$ cat config.mk
export PLATFORM = sky130hd
export DESIGN_NAME = servo_ramp_pwm
export DESIGN_NICKNAME = d
export VERILOG_FILES = /design/src/rtl/servo_ramp_pwm_pkg.sv /design/src/rtl/servo_ramp_pwm_us_tick_gen.sv /design/src/rtl/servo_ramp_pwm.sv
export SDC_FILE = /design/constraint.sdc
export NUM_CORES = 1
export LEC_CHECK = 0
export ABC_AREA = 1
export CORE_UTILIZATION = 36
export CTS_CLUSTER_SIZE = 10
export DETAILED_ROUTE_END_ITERATION = 8
export SYNTH_ARGS = -nofsm -noshare
export SYNTH_HDL_FRONTEND = slang
export SYNTH_HIERARCHICAL = 1
export SYNTH_SLANG_ARGS = --single-unit
$ cat constraint.sdc
create_clock -name CLK -period 5.01 [get_ports CLK]
set_clock_uncertainty 0.15 [all_clocks]
set_input_delay 0.7515 -clock CLK [delete_from_list [all_inputs] [get_ports CLK]]
set_output_delay 0.7515 -clock CLK [all_outputs]
set_load 0.02 [all_outputs]
$ cat src/rtl/servo_ramp_pwm_pkg.sv
// Shared servo timing constants and helpers, also used by the controller's
// joystick-to-microsecond scaling.
package servo_pkg;

  localparam int unsigned SERVO_MIN_US    = 650;
  localparam int unsigned SERVO_MAX_US    = 2600;
  localparam int unsigned SERVO_CENTER_US = 1500;
  localparam int unsigned SERVO_FRAME_US  = 20000;
  localparam int unsigned US_W            = 12;

  // Clock cycles per microsecond; callers need an integer result of at least 2.
  function automatic int unsigned us_div(input int unsigned clk_hz);
    return clk_hz / 1_000_000;
  endfunction

endpackage

$ cat src/rtl/servo_ramp_pwm_us_tick_gen.sv
// Microsecond prescaler plus frame-position counter; shared by all servo
// channels so their frames stay phase-aligned.
module us_tick_gen
  import servo_pkg::*;
#(
  parameter  int unsigned DIV      = 25,
  parameter  int unsigned FRAME_US = SERVO_FRAME_US,
  localparam int unsigned PRE_W    = $clog2(DIV),
  localparam int unsigned CNT_W    = $clog2(FRAME_US)
) (
  input  logic             CLK,
  input  logic             RST_N,
  output logic             tick,
  output logic [CNT_W-1:0] us_cnt,
  output logic             frame_boundary
);

  logic [PRE_W-1:0] presc;

  assign tick           = (presc == PRE_W'(DIV - 1));
  assign frame_boundary = tick && (us_cnt == CNT_W'(FRAME_US - 1));

  always_ff @(posedge CLK) begin
    if (!RST_N) begin
      presc  <= '0;
      us_cnt <= '0;
    end else if (tick) begin
      presc  <= '0;
      us_cnt <= frame_boundary ? '0 : us_cnt + CNT_W'(1);
    end else begin
      presc  <= presc + PRE_W'(1);
    end
  end

endmodule

$ cat src/rtl/servo_ramp_pwm.sv
// One servo channel: clamps and slew-limits the commanded pulse width once per
// frame and emits a 50 Hz PWM with full-width pulses only.
module servo_ramp_pwm
  import servo_pkg::*;
#(
  parameter int unsigned CLK_HZ    = 25_000_000,
  parameter int unsigned FRAME_US  = SERVO_FRAME_US,
  parameter int unsigned MIN_US    = SERVO_MIN_US,
  parameter int unsigned MAX_US    = SERVO_MAX_US,
  parameter int unsigned CENTER_US = SERVO_CENTER_US,
  parameter int unsigned STEP_US   = 20
) (
  input  logic            CLK,
  input  logic            RST_N,
  input  logic [31:0]     target_us,
  input  logic            enable,
  output logic            pwm,
  output logic [US_W-1:0] cur_us,
  output logic            frame_start,
  output logic            at_target
);

  localparam int unsigned DIV   = us_div(CLK_HZ);
  localparam int unsigned CNT_W = $clog2(FRAME_US);
  localparam int unsigned CMP_W = (CNT_W > US_W) ? CNT_W : US_W;

  logic             tick;
  logic             frame_boundary;
  logic [CNT_W-1:0] us_cnt;
  logic             en_frame;
  logic [US_W-1:0]  tgt_clamped;
  logic [US_W-1:0]  cur_next;

  // Range check on the full 32 bits so large commands cannot wrap into range.
  function automatic logic [US_W-1:0] clamp_us(input logic [31:0] t);
    if (t < MIN_US) return US_W'(MIN_US);
    if (t > MAX_US) return US_W'(MAX_US);
    return t[US_W-1:0];
  endfunction

  function automatic logic [US_W-1:0] slew_us(input logic [US_W-1:0] cur,
                                              input logic [US_W-1:0] tgt);
    logic [US_W-1:0] step;
    step = US_W'(STEP_US);
    if (STEP_US == 0) return tgt;
    if (tgt > cur) return ((tgt - cur) > step) ? cur + step : tgt;
    if (tgt < cur) return ((cur - tgt) > step) ? cur - step : tgt;
    return cur;
  endfunction

  assign tgt_clamped = clamp_us(target_us);
  assign cur_next    = enable ? slew_us(cur_us, tgt_clamped) : cur_us;

  us_tick_gen #(
    .DIV      (DIV),
    .FRAME_US (FRAME_US)
  ) u_tick (
    .CLK            (CLK),
    .RST_N          (RST_N),
    .tick           (tick),
    .us_cnt         (us_cnt),
    .frame_boundary (frame_boundary)
  );

  always_ff @(posedge CLK) begin
    if (!RST_N) begin
      cur_us      <= US_W'(CENTER_US);
      en_frame    <= 1'b0;
      pwm         <= 1'b0;
      frame_start <= 1'b0;
      at_target   <= 1'b0;
    end else begin
      frame_start <= frame_boundary;
      // en_frame only moves at a boundary, so a pulse in progress always completes.
      pwm         <= en_frame && (CMP_W'(us_cnt) < CMP_W'(cur_us));
      if (tick && frame_boundary) begin
        en_frame  <= enable;
        cur_us    <= cur_next;
        at_target <= (cur_next == tgt_clamped);
      end
    end
  end

endmodule

==> results.py <==
metrics = {
    "logic_synthesis": {
        "yosys_warnings": 6,
        "yosys-top-cells-area": "nand2_1 (24%), dfxtp_1 (15%), ha_1 (9.9%)",
        "syn_nets": 968,
        "async_flop_share_pct": 0,
        "yosysTopAreaCell": "nand2_1",
        "synth-seq-cells": 36,
        "yosysUniqueCellTypes": 39,
        "synthCells": 893,
        "netlist_area_um2": 4916,
        "synthTopCellsByCount": "nand2_1 (310), inv_1 (123), nand3_1 (94)",
        "yosys.area.top_type_share_pct": 23.67,
        "synth_ff_type": "dfxtp_1",
        "synth.most_common_cell": "nand2_1",
        "avgSynthCellArea_um2": 5.505,
        "ys_seq_area_share_pct": 14.66,
        "synth_edf_count": 0,
    },
    "clocking": {
        "cts_tree": "yes",
        "cts-buffers-inserted": 5,
        "root_buffer": "clkbuf_16",
        "cts_sinks": 36,
        "htreeDepth": 2,
        "path_clk_slew_ns": 0.06,
        "cts_max_path_buffers": 2,
        "insertion_delay_ns": 0.28,
        "postCtsSetupRepairBufs": 0,
        "cts_hold_buf": 0,
    },
    "drt": {
        "avgRoutedWirePerCell_um": 13.34,
        "drt-pass1-iter-count": 6,
        "wl_um": 15120,
        "drt_iter0_markers": 412,
        "route.detailed.drc": 0,
        "ant_nets": 0,
        "num_vias": 5552,
        "viasPerCell": 4.896,
    },
    "worst_setup_path": {
        "ff2ff_path_depth": 25,
        "startpoint_type": "primary input",
        "worstPathArrival_ns": 4.68,
        "worstPathRequired_ns": 5.08,
        "crit_fanout": 15,
        "endpoint_kind": "flop",
        "crit_slowest_cell": "clkdlybuf4s50_1",
        "worst_path_largest_cell_delay_ns": 0.53,
        "critPathMostFrequentCell": "nand2_1",
        "crit_type": "in2reg",
    },
    "layout": {
        "design_area_um2": 5926,
        "n_fill_cell": 1462,
        "antenna-diode-count": 0,
        "drive_gt1_share_pct": 9.499,
        "final_cells": 1134,
        "syn_to_final_growth_pct": 20.54,
        "nets": 1033,
        "area.sequential_um2": 720.7,
        "multi_input_area_um2": 3603,
    },
    "placed_design": {
        "placed_cell_area_um2": 5753,
        "dp.cells": 1127,
        "io_buffers": 49,
        "hpwl_um": 12540,
        "gp_congestion": 0.9529,
    },
    "run_status": {
        "status": "finished clean",
    },
    "sta": {
        "hold_viol": 0,
        "period_needed_ns": 4.615,
        "timing.fmax_ghz": 0.2167,
        "rsz0062_at_grt": "no",
        "fin_crit_sh_pct": 92.11,
        "maxSlewViolCount": 0,
        "setup_viol": 0,
        "worstMarginPinSlew_ns": 0.6048,
        "maxSlewHeadroom_pct": 58.64,
    },
    "flow_run": {
        "drv_cap": 0,
    },
    "grt": {
        "grt_antenna_before_repair": 0,
        "grt_pass1_wl_um": 25850,
        "grt-ovfl-total": 0,
        "grt_max_degree": 22,
        "grtUsageTotal_pct": 22.58,
        "grt_pass1_vias": 5400,
    },
    "power": {
        "power_uw": 656.1,
        "leakage_nw": 3.034,
        "netSwitchingFraction_pct": 22.98,
        "p_seq_share_pct": 44.3,
        "combPwrFrac_pct": 10.9,
        "p_int_uw": 505.3,
        "pwr-share-clk_pct": 44.8,
        "ir_drop_v": 0.0002177,
        "p_sw_uw": 150.8,
        "power_per_cell_area_nw_per_um2": 110.7,
    },
    "floorplanning": {
        "rows": 42,
        "start_util_pct": 36.98,
        "die_x_um": 118.9,
        "io-pin-count": 50,
        "dieArea_um2": 14130,
        "die_h_um": 118.9,
        "core_area_um2": 13300,
    },
    "worst_hold_path": {
        "min_path_cells": 1,
        "hold_class": "reg2reg",
    },
}
[flip-flops by register name, summed over array words and instances (netlist names)]
signal,flops
cur_us,12
at_target,1
pwm,1
u_tick/us_cnt,15
frame_start,1
en_frame,1
u_tick/presc,5
[per-layer routing]
| metal | track usage [%] | vias up | share of wire, % |
|---|---|---|---|
| met2 | 39.44 | 139 | 47 |
| li1 | - | 2949 | - |
| met1 | 28.45 | 2427 | 45 |
| met4 | 8.703 | 0 | 3.3 |
| met5 | 0 | - | 0 |
| met3 | 2.251 | 37 | 4.4 |
[layout make-up]
type                       count  share of cell area (%)
multi-input combinational    698                   60.81
sequential                    36                   12.16
timing repair buffer          74                   11.87
inverter                     143                   9.185
tap                          176                   3.716
clock buffer                   6                   2.175
clock inverter                 1                 0.08446
[cells in the final DEF (no fill, tap or decap), types with 3 or more instances in the layout]
cell type	n
a21oi_1	33
a21oi_2	4
buf_4	23
clkbuf_16	5
clkdlybuf4s50_1	49
clkinv_1	4
dfxtp_1	36
ha_1	37
inv_1	122
inv_2	15
nand2_1	310
nand2_2	12
nand3_1	94
nand3b_1	3
nand4_1	22
nor2_1	85
nor2_2	7
nor2_4	7
nor3_1	10
o211ai_1	5
o21ai_0	19
o21ai_1	13
or2_2	3
xnor2_1	3
xor2_1	15
[power by group through the flow]
stage	registers (mW)	logic, mW	clock network (mW)
after floorplan	0.296	0.0327	0
after detailed placement	0.297	0.0715	0
after global routing	0.290	0.0801	0.317
after global placement	0.296	0.0716	0
after CTS	0.290	0.0718	0.309
final	0.290	0.0715	0.294
[worst paths after layout]
kind	startpoint	end	slack (ns)
setup / recovery	target_us[9]	at_target	0.40
hold / removal	u_tick/presc[0]	u_tick/presc[0]	0.31
setup reg to reg	cur_us[2]	at_target	1.33
hold reg to reg	u_tick/presc[0]	u_tick/presc[0]	0.31
[worst max-delay path: cells and delay by family]
kind / cells / cell delay, ns
AND/OR/NAND/NOR: 23 / 2.49
buffers and inverters: 4 / 0.97
adder cells (fa/ha/maj): 1 / 0.36
AO/OA/AOI/OAI: 1 / 0.11
[metrics by stage]
step / worst slack (ns) / utilization [%] / TNS, ns / hold slack, ns
2_1_floorplan: 0.9296 / - / 0 / 0.2708
3_3_place_gp: -0.02802 / 43.27 / -0.02802 / 0.2981
3_5_place_dp: -0.01490 / 43.27 / -0.01490 / 0.3041
4_1_cts: 0.2672 / 44.28 / 0 / 0.3218
5_1_grt: 0.01366 / 44.57 / 0 / 0.3417
6_report: 0.3955 / 44.57 / 0 / 0.3149
[logic make-up (layout without fill, tap and decap cells)]
group           count (synthesis)  in the layout  synth area share, %
simple gates                  561            561                50.17
compound gates                 79             79                8.959
flops                          36             36                14.66
xor+xnor                       18             18                3.207
fa+ha+maj                      40             40                10.33
buf+inv                       159            224                12.67
[repair_timing]
action / 4_1_cts / 5_1_grt
setup endpoints to repair: 0 / 5
gates resized for setup: 0 / 8
endpoints found under the hold margin: 0 / 0
(Power assumes the default switching activity.)
